**config.mk**
```make
export PLATFORM = sky130hd
export DESIGN_NAME = spad_stream_reader
export DESIGN_NICKNAME = d
export VERILOG_FILES = /design/src/rtl/spad_pkg.sv /design/src/rtl/spad_addr_gen.sv /design/src/rtl/spad_stream_reader.sv
export SDC_FILE = /design/constraint.sdc
export NUM_CORES = 1
export LEC_CHECK = 0
export ABC_AREA = 0
export CORE_UTILIZATION = 45
export CTS_CLUSTER_SIZE = 40
export DETAILED_ROUTE_END_ITERATION = 12
export GPL_ROUTABILITY_DRIVEN = 1
export PLACE_DENSITY = 0.8
export SLEW_MARGIN = 10
export SYNTH_ARGS = -nofsm -noshare
export SYNTH_HDL_FRONTEND = slang
export SYNTH_SLANG_ARGS = --single-unit
```
**constraint.sdc**
```tcl
create_clock -name clk -period 4.7 [get_ports clk]
set_clock_uncertainty 0.15 [all_clocks]
set_input_delay 1.41 -clock clk [delete_from_list [all_inputs] [get_ports clk]]
set_output_delay 1.41 -clock clk [all_outputs]
set_load 0.05 [all_outputs]
```
**src/rtl/spad_pkg.sv**
```systemverilog
// Shared widths and the reader state encoding for the PE scratch pad read path.
package spad_pkg;

  localparam int unsigned SPAD_DATA_WIDTH = 16;
  localparam int unsigned SPAD_NUM_REGS   = 9;
  localparam int unsigned SPAD_ADDR_WIDTH = $clog2(SPAD_NUM_REGS);
  localparam int unsigned SPAD_REP_WIDTH  = 4;

  typedef enum logic [1:0] {
    ST_IDLE  = 2'd0,
    ST_RUN   = 2'd1,
    ST_DRAIN = 2'd2
  } rd_state_e;

endpackage

```
**src/rtl/spad_addr_gen.sv**
```systemverilog
// Window address generator: latches base/len/rep, walks idx over each pass,
// counts passes, and wraps base+idx modulo NUM_REGS.
module spad_addr_gen #(
  parameter int unsigned NUM_REGS   = 9,
  parameter int unsigned ADDR_WIDTH = $clog2(NUM_REGS),
  parameter int unsigned REP_WIDTH  = 4
) (
  input  logic                  clk,
  input  logic                  rstn,
  input  logic                  load_i,
  input  logic [ADDR_WIDTH-1:0] base_i,
  input  logic [ADDR_WIDTH:0]   len_i,
  input  logic [REP_WIDTH-1:0]  rep_i,
  input  logic                  advance_i,
  output logic [ADDR_WIDTH-1:0] rd_addr_o,
  output logic                  idx_last_o,
  output logic                  fetch_last_o
);

  logic [ADDR_WIDTH-1:0] base_q, base_d;
  logic [ADDR_WIDTH:0]   len_q, len_d;
  logic [REP_WIDTH-1:0]  rep_q, rep_d;
  logic [ADDR_WIDTH-1:0] idx_q, idx_d;
  logic [REP_WIDTH-1:0]  pass_q, pass_d;

  logic [ADDR_WIDTH:0]   len_m1;
  logic [ADDR_WIDTH:0]   sum;
  logic [ADDR_WIDTH:0]   wrapped;

  // Position flags and the modulo-NUM_REGS address.
  always_comb begin
    len_m1       = len_q - (ADDR_WIDTH+1)'(1);
    idx_last_o   = ({1'b0, idx_q} == len_m1);
    fetch_last_o = idx_last_o && (pass_q == rep_q);
    sum          = {1'b0, base_q} + {1'b0, idx_q};
    wrapped      = sum;
    if (sum >= (ADDR_WIDTH+1)'(NUM_REGS)) begin
      wrapped = sum - (ADDR_WIDTH+1)'(NUM_REGS);
    end
    rd_addr_o = wrapped[ADDR_WIDTH-1:0];
  end

  // Command latch and idx/pass counter next-state.
  always_comb begin
    base_d = base_q;
    len_d  = len_q;
    rep_d  = rep_q;
    idx_d  = idx_q;
    pass_d = pass_q;
    if (load_i) begin
      base_d = base_i;
      len_d  = len_i;
      rep_d  = rep_i;
      idx_d  = '0;
      pass_d = '0;
    end else if (advance_i) begin
      if (idx_last_o) begin
        idx_d  = '0;
        pass_d = pass_q + REP_WIDTH'(1);
      end else begin
        idx_d  = idx_q + ADDR_WIDTH'(1);
      end
    end
  end

  // Counter and command registers.
  always_ff @(posedge clk or negedge rstn) begin
    if (!rstn) begin
      base_q <= '0;
      len_q  <= '0;
      rep_q  <= '0;
      idx_q  <= '0;
      pass_q <= '0;
    end else begin
      base_q <= base_d;
      len_q  <= len_d;
      rep_q  <= rep_d;
      idx_q  <= idx_d;
      pass_q <= pass_d;
    end
  end

endmodule

```
**src/rtl/spad_stream_reader.sv**
```systemverilog
// Read-side sequencer for the PE scratch pad: streams a repeated address
// window to the MAC datapath over valid/ready with a registered output slot.
// Optional macro SPAD_RD_STALL_CNT_EN adds a saturating stall_cnt output.
module spad_stream_reader #(
  parameter int unsigned DATA_WIDTH = spad_pkg::SPAD_DATA_WIDTH,
  parameter int unsigned NUM_REGS   = spad_pkg::SPAD_NUM_REGS,
  parameter int unsigned ADDR_WIDTH = $clog2(NUM_REGS),
  parameter int unsigned REP_WIDTH  = spad_pkg::SPAD_REP_WIDTH
) (
  input  logic                  clk,
  input  logic                  rstn,
  input  logic                  start,
  input  logic [ADDR_WIDTH-1:0] base_addr,
  input  logic [ADDR_WIDTH:0]   len,
  input  logic [REP_WIDTH-1:0]  rep,
  output logic                  busy,
  output logic                  done,
  output logic [ADDR_WIDTH-1:0] spad_rd_addr,
  input  logic [DATA_WIDTH-1:0] spad_rd_data,
  output logic                  out_valid,
  input  logic                  out_ready,
  output logic [DATA_WIDTH-1:0] out_data,
`ifdef SPAD_RD_STALL_CNT_EN
  output logic [15:0]           stall_cnt,
`endif
  output logic                  out_last
);

  import spad_pkg::*;

  rd_state_e             state_q, state_d;
  logic                  out_valid_q, out_valid_d;
  logic                  out_last_q, out_last_d;
  logic [DATA_WIDTH-1:0] out_data_q, out_data_d;
  logic                  done_q, done_d;

  logic slot_free;
  logic cmd_accept;
  logic advance;
  logic idx_last;
  logic fetch_last;

  assign slot_free  = !out_valid_q || out_ready;
  assign cmd_accept = (state_q == ST_IDLE) && start && (len != '0);
  assign advance    = (state_q == ST_RUN) && slot_free;

  spad_addr_gen #(
    .NUM_REGS   (NUM_REGS),
    .ADDR_WIDTH (ADDR_WIDTH),
    .REP_WIDTH  (REP_WIDTH)
  ) u_addr_gen (
    .clk          (clk),
    .rstn         (rstn),
    .load_i       (cmd_accept),
    .base_i       (base_addr),
    .len_i        (len),
    .rep_i        (rep),
    .advance_i    (advance),
    .rd_addr_o    (spad_rd_addr),
    .idx_last_o   (idx_last),
    .fetch_last_o (fetch_last)
  );

  // Sequencer and output-slot next-state.
  always_comb begin
    state_d     = state_q;
    out_valid_d = out_valid_q;
    out_last_d  = out_last_q;
    out_data_d  = out_data_q;
    done_d      = 1'b0;
    case (state_q)
      ST_IDLE: begin
        if (start) begin
          if (len != '0) state_d = ST_RUN;
          else           done_d  = 1'b1;
        end
      end
      ST_RUN: begin
        if (slot_free) begin
          out_data_d  = spad_rd_data;
          out_valid_d = 1'b1;
          out_last_d  = idx_last;
          if (fetch_last) state_d = ST_DRAIN;
        end
      end
      ST_DRAIN: begin
        if (out_valid_q && out_ready) begin
          out_valid_d = 1'b0;
          out_last_d  = 1'b0;
          done_d      = 1'b1;
          state_d     = ST_IDLE;
        end
      end
      default: state_d = ST_IDLE;
    endcase
  end

  // State and output registers.
  always_ff @(posedge clk or negedge rstn) begin
    if (!rstn) begin
      state_q     <= ST_IDLE;
      out_valid_q <= 1'b0;
      out_last_q  <= 1'b0;
      out_data_q  <= '0;
      done_q      <= 1'b0;
    end else begin
      state_q     <= state_d;
      out_valid_q <= out_valid_d;
      out_last_q  <= out_last_d;
      out_data_q  <= out_data_d;
      done_q      <= done_d;
    end
  end

  assign busy      = (state_q != ST_IDLE);
  assign done      = done_q;
  assign out_valid = out_valid_q;
  assign out_last  = out_last_q;
  assign out_data  = out_data_q;

`ifdef SPAD_RD_STALL_CNT_EN
  logic [15:0] stall_cnt_q, stall_cnt_d;

  // Saturating count of cycles the consumer holds off a valid word.
  always_comb begin
    stall_cnt_d = stall_cnt_q;
    if ((state_q == ST_IDLE) && start) begin
      stall_cnt_d = '0;
    end else if (out_valid_q && !out_ready && (stall_cnt_q != '1)) begin
      stall_cnt_d = stall_cnt_q + 16'd1;
    end
  end

  // Stall counter register.
  always_ff @(posedge clk or negedge rstn) begin
    if (!rstn) stall_cnt_q <= '0;
    else       stall_cnt_q <= stall_cnt_d;
  end

  assign stall_cnt = stall_cnt_q;
`endif

endmodule

```
* Word level (Yosys, flattened, before mapping)
Index checks and enable logic that the tools add are counted.
** Word-level totals
- Flip-flop bits (word level) :: 42
- Output and inout port bits :: 24
** Cells by class
- Add/sub/neg operators :: 5
- Magnitude comparators :: 1
- Eq/ne operators :: 9
- Mux-type cells :: 22
- Reductions and logical operators :: 17
** Operators by type and width (number)
- two-way mux 4 bit :: 7
- two-way mux 2 bit :: 5
- adder 4 x 1 -> 4 bit, second input constant :: 2
- inequality test 2 bit, second input constant :: 4
- nonzero test 2 bit :: 4
- two-way mux 1 bit :: 6
- case mux 1 bit (2 select lines) :: 3
- case mux 2 bit (3 select lines) :: 1
- adder 4 x 4 -> 5 bit :: 1
- == test 4 x 5 -> 1 bit :: 1
- greater-or-equal comparator 5 x 4 -> 1 bit, second input constant :: 1
- logical AND 1 bit :: 5
- AND reduction 5 bit :: 1
- nonzero test 5 bit :: 1
- subtractor 5 x 1 -> 5 bit, second input constant :: 1
- == test 4 bit :: 1
- AND reduction 2 bit :: 2
- subtractor 4 bit, second input constant :: 1
- AND reduction 3 bit :: 1
- == test 2 x 1 -> 1 bit, second input constant :: 1
- == test 2 bit, second input constant :: 1
- logical NOT 2 bit :: 1
- inequality test 2 x 1 -> 1 bit, second input constant :: 1
- logical NOT 1 bit :: 1
- logical OR 1 bit :: 1

* Longest topological paths before layout
Gate-level depths: netlist (run 1).
- Depth in word-level cells :: 6
- Depth in mapped cells :: 8
- Depth with buffers taken out :: 8

* Modules after synthesis
From an unflattened synthesis (run 1), not the netlist that was laid out.
** Second synthesis, totals
- Cell total of the unflattened synthesis :: 200
- Area, all modules :: 2332.2 sq um
** Modules (own cells, without submodules)
- spad_addr_gen :: times used 1, cells an instance 132, area each 1383.8 sq um, seq. area each 525.5 sq um
- spad_stream_reader :: times used 1, cells an instance 68, area each 948.4 sq um, seq. area each 525.5 sq um

* Worst setup path before layout (run 1)
No wires, ideal clock.
- Path type :: register to output
- Start :: register u_addr_gen.idx_q[0]
- End :: output port spad_rd_addr[2]
- Arrival :: 2.794 ns
- Data required time :: 3.140 ns
- Setup slack :: 0.346 ns
- Cell stages (with the launch flop) :: 8
- Path buffers :: 0
- Cells stage by stage :: dfrtp_1 -> ha_1 -> fa_1 -> inv_1 -> ha_1 -> nor4_1 -> o21a_1 -> o31ai_1
** On the way
- Word-level cells in the longest chain between the ends :: 3
** RTL lines
- start, declared :: RTL line spad_addr_gen.sv:23 : logic [ADDR_WIDTH-1:0] idx_q, idx_d;
- start signal, assigned :: RTL line spad_addr_gen.sv:78 : idx_q <= idx_d;
- adder 4 x 4 -> 5 bit * :: RTL line spad_addr_gen.sv:35 : sum = {1'b0, base_q} + {1'b0, idx_q};
- subtractor 4 bit / greater-or-equal comparator 5 x 4 -> 1 bit (equally long branches) :: RTL line spad_addr_gen.sv:38, spad_addr_gen.sv:37
- two-way mux 4 bit * :: RTL line spad_addr_gen.sv:37 : if (sum >= (ADDR_WIDTH+1)'(NUM_REGS)) begin
- end, declared :: RTL line spad_stream_reader.sv:18 : output logic [ADDR_WIDTH-1:0] spad_rd_addr,
Every way passes the cells marked *; elsewhere a longest branch is shown, timed or not.

* Worst setup path in the final report (run 1)
- Start :: register u_addr_gen.idx_q[0]
- End :: output port spad_rd_addr[3]
Same word-level chain as after synthesis.

==> results of run 1 <==
state kept, by name (all words and copies together) (netlist names):
name               flops
done                   1
out_data              16
u_addr_gen.base_q      4
state_q                2
u_addr_gen.len_q       5
out_valid              1
u_addr_gen.pass_q      4
u_addr_gen.rep_q       4
u_addr_gen.idx_q       4
out_last               1
logic make-up after synthesis:
logic type,synth area share
simple gates,0.236
flops,0.490
compound gates,0.0917
buf+inv,0.0356
xor+xnor,0.0490
fa+ha+maj,0.0619
mux,0.0356
stage by stage:
step	hold slack, ns	util	setup WS, ns	cell area, um^2	total power, mW
CTS	0.331	0.637	0.0696	2850	2.26
finish	0.326	0.638	0.258	2850	2.24
floorplan	0.300	-	0.346	2140	1.59
global placement	0.306	0.613	0.462	2740	1.94
global route	0.345	0.638	0.0782	2850	2.40
detailed placement	0.312	0.613	0.406	2740	1.98
worst reg2reg max path, stage by stage, from the launching register on:
cell and delay, ns:
sky130_fd_sc_hd__dfrtp_1 0.43, sky130_fd_sc_hd__inv_1 0.08, sky130_fd_sc_hd__ha_1 0.21, sky130_fd_sc_hd__nor4bb_1 0.28, sky130_fd_sc_hd__a22oi_1 0.13, sky130_fd_sc_hd__a2111o_1 0.56
sky130_fd_sc_hd__or4_1 0.51, sky130_fd_sc_hd__a21oi_1 0.17
Yosys cell counts, types with 2 or more instances:
cell,number,share of area
sky130_fd_sc_hd__nand2_1,80,0.14
sky130_fd_sc_hd__dfrtp_1,42,0.49
sky130_fd_sc_hd__inv_1,10,0.018
sky130_fd_sc_hd__ha_1,9,0.053
sky130_fd_sc_hd__xnor2_1,9,0.037
sky130_fd_sc_hd__a21oi_1,8,0.019
sky130_fd_sc_hd__nand3_1,7,0.016
sky130_fd_sc_hd__o21ai_0,7,0.016
sky130_fd_sc_hd__nor2_1,6,0.011
sky130_fd_sc_hd__clkbuf_1,5,0.0088
sky130_fd_sc_hd__mux2_2,5,0.026
sky130_fd_sc_hd__a21o_1,3,0.011
sky130_fd_sc_hd__nor3_1,3,0.0070
sky130_fd_sc_hd__o31ai_1,3,0.011
sky130_fd_sc_hd__or4_1,3,0.011
sky130_fd_sc_hd__xor2_1,3,0.012
sky130_fd_sc_hd__a32o_1,2,0.0093
sky130_fd_sc_hd__buf_4,2,0.0070
sky130_fd_sc_hd__mux2i_1,2,0.0093
sky130_fd_sc_hd__nand2b_1,2,0.0058
sky130_fd_sc_hd__nor3b_1,2,0.0070
sky130_fd_sc_hd__nor4_1,2,0.0058
worst min path at each step:
stage                               from                   end  slack (ns)  depth (start not counted)
finish                       out_data[6]           out_data[6]        0.33                          2
global route                 out_data[7]           out_data[7]        0.35                          2
floorplan           u_addr_gen.base_q[0]  u_addr_gen.base_q[0]        0.30                          2
detailed placement           out_data[6]           out_data[6]        0.31                          2
global placement             out_data[8]           out_data[8]        0.31                          2
CTS                          out_data[6]           out_data[6]        0.33                          2
cell type report:
type                            count  area [um^2]
Inverter                           10         37.5
Fill cell                         374         1620
Clock inverter                      3         40.0
Tap cell                           52         65.1
Sequential cell                    42         1050
Clock buffer                        5         68.8
Multi-Input combinational cell    173         1020
Timing Repair Buffer               59          576
power by group through the flow:
| stage | combinational, mW | clock (mW) | sequential, mW |
|---|---|---|---|
| CTS | 1.36 | 0.288 | 0.617 |
| finish | 1.35 | 0.279 | 0.615 |
| global route | 1.46 | 0.303 | 0.636 |
| floorplan | 0.814 | 0 | 0.778 |
| detailed placement | 1.35 | 0 | 0.623 |
| global placement | 1.33 | 0 | 0.616 |
per-layer routing:
metal  wire length, um  track usage  vias up
li1                  -            -      895
met1              2010        0.247      837
met2              2000        0.322       46
met3               322       0.0755        7
met4                72       0.0822        0
met5                 0            0        -
placed cells by master (no fill, tap or decap), drive strengths merged, types with 3 or more instances in the layout:
cell           instances
xor2                   3
mux2                   5
nand2                 80
nor2                   6
nand3                  7
xnor2                  9
dfrtp                 42
inv                   10
a21oi                  8
buf                    6
or4                    3
o31ai                  3
clkbuf                 5
clkdlybuf4s50         52
ha                     9
nor3                   3
a21o                   3
o21ai                  7
==> flow_metrics.tcl, run 1 <==
set metrics [dict create \
    dieWidth_um 71.0 \
    yosys_warnings 0 \
    cp_slowest_cell "sky130_fd_sc_hd__clkdlybuf4s50_1" \
    area_enclosed_by_the_die_boundary_um2 5040 \
    post_synth_num_cell_types 40 \
    post_cts_buffers 0 \
    required_ns 3.14 \
    postSynth.asyncResetShare 1.00 \
    stdcell_count 344 \
    synthesis.nets 276 \
    layout-drive-gt1-share 0.0719 \
    area_growth_syn_to_layout_pct 33.2 \
    final_period_minus_worst_setup_slack_ns 4.44 \
    global_route_wire_length_before_repair_mm 7.91 \
    h_tree_levels 2 \
    netSwitchingPower_mw 1.08 \
    finalMaxSlewViolations 0 \
    drt_wirelength_mm 4.41 \
    worst_setup_path_end_kind "primary output" \
    rows 24 \
    cp_cell_sequence "ha_1 -> fa_1 -> a21o_1 -> a21oi_1 -> nor2_1 -> mux2_2 -> clkdlybuf4s50_1" \
    chipHeight_um 71.0 \
    slowest_delay_ns 0.69 \
    sequential_fraction_of_the_synthesis_area 0.490 \
    swShare 0.481 \
    maxClockFrequency_ghz 0.225 \
    r2r_cells 7 \
    grtUsageTotal 0.201 \
    num_io_pins 57 \
    crit_path_end "spad_rd_addr[3]" \
    pwr-share-clk 0.125 \
    nets 334 \
    first_pass_iters 10 \
    crit-reg2reg-launch "u_addr_gen.len_q[0]" \
    crit_path_start_kind "register" \
    cts.hold.buffers_added 0 \
    antenna_nets_post_route 0 \
    run_status "finished with violations" \
    timing.critical_path.buf_inv 1 \
    route.detailed.drc 4 \
    clock_latency_reported_for_the_late_side_of_the_worst_skew_pair_ns 0.30 \
    antennaDiodeCount 0 \
    final.period_utilization 0.945 \
    numPortBuffers 56 \
    synth_enable_flop_cells 0 \
    synthesis.area_um2 2140 \
    worst_endpoint_data_arrival_time_ns 2.88 \
    transition_time_at_the_pin_with_the_least_slew_margin_ns 0.908 \
    max_cap_viol_count 0 \
    grt_start_max_net_pins 43 \
    vias_after_detailed_routing 1785 \
    violations_in_the_final_reports "DRC" \
    post-dp-hpwl_mm 3.14 \
    routabilityCongestion 0.743 \
    power_density_nw_per_um2 785 \
    clock_sink_count 42 \
    cts.path.max_buffers 2 \
    synth.avg_cell_area_um2 9.20 \
    cts_tree "done" \
    critical-path-top-delay-family "buffers and inverters" \
    setup_viol 0 \
    p_leak_nw 1.36 \
    worst_setup_path_startpoint "u_addr_gen.idx_q[0]" \
    grt_pass1_vias 1772 \
    power_report.internal_total_mw 1.16 \
    globalRoute.totalOverflow 0 \
    worst_path_fanout_max 6 \
    number_of_hold_violations_in_the_final_report 0 \
    area_of_the_core_um2 4470 \
    cts.reportedPaths.clkPinSlew_ns 0.08 \
    timing.rr.end "u_addr_gen.pass_q[3]" \
    numCtsBuffers 5 \
    hold_path_class "register to register" \
    yosys_register_bits 42 \
    synth_ff_type "sky130_fd_sc_hd__dfrtp_1" \
    fin_tns_setup_ns 0 \
    timing.setup.critical_path_class "register to primary output" \
    power.share.sequential 0.275 \
    cell_count_after_placement 336 \
    combPwrFrac 0.601 \
    gate_count_of_the_mapped_netlist 233 \
    rrSetupSlack_ns 2.12 \
    worst-path-stages 7 \
    start_util 0.479 \
    postCtsResizedCells 0 \
    initialDrtViolationCount 66 \
    cts_root_buf "sky130_fd_sc_hd__clkbuf_8" \
    worst_slew_margin_rel 0.395 \
    detail_route.wl_per_cell_um 12.8 \
    peak_supply_drop_uv 567 \
    rsz0062_at_grt "false" \
    vias_per_cell 5.19 \
    initial_antenna_violation_count 0 \
]
Note: power is estimated with default switching activity, not from simulation.
==> inputs of run 2 (changes only) <==
--- a/config.mk
+++ b/config.mk
@@ -10,6 +10,7 @@
 export CTS_CLUSTER_SIZE = 40
 export DETAILED_ROUTE_END_ITERATION = 12
 export GPL_ROUTABILITY_DRIVEN = 1
+export MAX_ROUTING_LAYER = met4
 export PLACE_DENSITY = 0.8
 export SLEW_MARGIN = 10
 export SYNTH_ARGS = -nofsm -noshare
==> run 2 against run 1 <==
Effect of this change:
- the flow still finishes with violations (DRC)
- design area did not move
- global-route usage grew 0.69 points
- via count down 0.22%
- clock-buffer cell count is the same
- hold slack barely moved
==> flow_metrics.tcl, run 2 (same netlist as run 1, synthesis figures left out) <==
set metrics [dict create \
    routabilityCongestion 0.753 \
    area_enclosed_by_the_die_boundary_um2 5040 \
    numPortBuffers 56 \
    critical-path-top-delay-family "buffers and inverters" \
    global_route_wire_length_before_repair_mm 7.94 \
    initial_antenna_violation_count 0 \
    chipHeight_um 71.0 \
    holdWs_ns 0.326 \
    setup_ws_ns 0.259 \
    vias_after_detailed_routing 1781 \
    nets 334 \
    largest_reg_flops 16 \
    dpl_worst_slack_ns 0.406 \
    clock_sink_count 42 \
    pwr-share-clk 0.125 \
    antenna_nets_post_route 0 \
    netSwitchingPower_mw 1.08 \
    worst_setup_path_end_kind "primary output" \
    dieWidth_um 71.0 \
    rsz0062_at_grt "false" \
    cts.path.max_buffers 2 \
    grt_pass1_vias 1768 \
    worst_path_fanout_max 6 \
    peak_supply_drop_uv 567 \
    cts_tree "done" \
    timing.critical_path.buf_inv 1 \
    route.detailed.drc 4 \
    rows 24 \
    timing.setup.critical_path_class "register to primary output" \
    first_pass_iters 10 \
    grt_start_max_net_pins 43 \
    post-dp-hpwl_mm 3.14 \
    max_cap_viol_count 0 \
    vias_per_cell 5.18 \
    final_period_minus_worst_setup_slack_ns 4.44 \
    area_of_the_core_um2 4470 \
    final.period_utilization 0.945 \
    worst_endpoint_data_arrival_time_ns 2.88 \
    globalRoute.totalOverflow 0 \
    crit_path_start_kind "register" \
    h_tree_levels 2 \
    fin_tns_setup_ns 0 \
    slowest_delay_ns 0.69 \
    maxClockFrequency_ghz 0.225 \
    cp_cell_sequence "ha_1 -> fa_1 -> a21o_1 -> a21oi_1 -> nor2_1 -> mux2_2 -> clkdlybuf4s50_1" \
    start_util 0.479 \
    cts_root_buf "sky130_fd_sc_hd__clkbuf_8" \
    violations_in_the_final_reports "DRC" \
    detail_route.wl_per_cell_um 12.8 \
    power_density_nw_per_um2 785 \
    power_report.internal_total_mw 1.16 \
    antennaDiodeCount 0 \
    cp_slowest_cell "sky130_fd_sc_hd__clkdlybuf4s50_1" \
    setup_viol 0 \
    worst_slew_margin_rel 0.395 \
    design_power_total_mw 2.24 \
    area_growth_syn_to_layout_pct 33.2 \
    cts.hold.buffers_added 0 \
    initialDrtViolationCount 66 \
    drt_wirelength_mm 4.41 \
    cts.reportedPaths.clkPinSlew_ns 0.08 \
    power.share.sequential 0.274 \
    swShare 0.482 \
    post_cts_buffers 0 \
    run_status "finished with violations" \
    hold_path_class "register to register" \
    finalMaxSlewViolations 0 \
    layout.cells.most_common_list "sky130_fd_sc_hd__nand2_1 (80), sky130_fd_sc_hd__clkdlybuf4s50_1 (52), sky130_fd_sc_hd__dfrtp_1 (42)" \
    clock_latency_reported_for_the_late_side_of_the_worst_skew_pair_ns 0.30 \
    required_ns 3.14 \
    layout_commonest_cell "sky130_fd_sc_hd__nand2_1" \
    number_of_hold_violations_in_the_final_report 0 \
    num_io_pins 57 \
    numCtsBuffers 5 \
    grtUsageTotal 0.208 \
    transition_time_at_the_pin_with_the_least_slew_margin_ns 0.908 \
    p_leak_nw 1.36 \
    layout-drive-gt1-share 0.0719 \
    combPwrFrac 0.600 \
]
==> run 2: cell counts in the layout (fill, tap and decap cells not counted) <==
Identical to the previous run, type by type.
==> run 2: worst reg2reg max path, stage by stage, from the launching register on <==
cell and delay [ns]:
sky130_fd_sc_hd__dfrtp_1 0.43, sky130_fd_sc_hd__inv_1 0.08, sky130_fd_sc_hd__ha_1 0.21, sky130_fd_sc_hd__nor4bb_1 0.28, sky130_fd_sc_hd__a22oi_1 0.13, sky130_fd_sc_hd__a2111o_1 0.56
sky130_fd_sc_hd__or4_1 0.51, sky130_fd_sc_hd__a21oi_1 0.17
==> run 2: routing by layer <==
| metal | global-route usage | vias to the layer above | routed length, um |
|---|---|---|---|
| met5 | - | - | 0 |
| met4 | 0.0822 | 0 | 70 |
| met3 | 0.0613 | 7 | 267 |
| met2 | 0.319 | 46 | 2000 |
| met1 | 0.260 | 833 | 2070 |
| li1 | - | 895 | - |
==> run 2: area by class of cell <==
cell class / instances / area (um^2)
repair buffers: 59 / 576
flip-flops and latches: 42 / 1050
well taps: 52 / 65.1
multi-input cells: 173 / 1020
inverters: 10 / 37.5
clock inverters: 3 / 40.0
clock buffers: 5 / 68.8
fillers: 374 / 1620
==> run 2: per-stage QoR <==
stage / area [um^2] / util / std cells
finish: 2850 / 0.638 / 344
global route: 2850 / 0.638 / 344
CTS: 2850 / 0.637 / 344
detailed placement: 2740 / 0.613 / 336
global placement: 2740 / 0.613 / 336
floorplan: 2140 / - / 233
==> run 2: what timing repair did <==
action / CTS / global route
gates resized for setup: 0 / 1
hold endpoints to repair: 0 / 0
setup endpoints to repair: 0 / 1
==> run 2: worst paths after layout <==
| kind | start | slack, ns | end | cells past startpoint |
|---|---|---|---|---|
| worst max register to register | u_addr_gen.len_q[0] | 2.12 | u_addr_gen.pass_q[3] | 7 |
| min in group asynchronous | rstn | 1.09 | out_data[14] | 1 |
| worst max-delay path | u_addr_gen.idx_q[0] | 0.26 | spad_rd_addr[3] | 7 |
| worst min-delay path | out_data[6] | 0.33 | out_data[6] | 2 |
| max in group asynchronous | rstn | 2.75 | done | 1 |
| worst min register to register | out_data[6] | 0.33 | out_data[6] | 2 |
==> run 2: power by group through the flow <==
stage	Combinational, mW	Sequential (mW)	Clock, mW
after global placement	1.33	0.616	0
final	1.35	0.615	0.281
after floorplan	0.814	0.778	0
after global routing	1.46	0.636	0.304
after detailed placement	1.35	0.623	0
after CTS	1.36	0.617	0.288
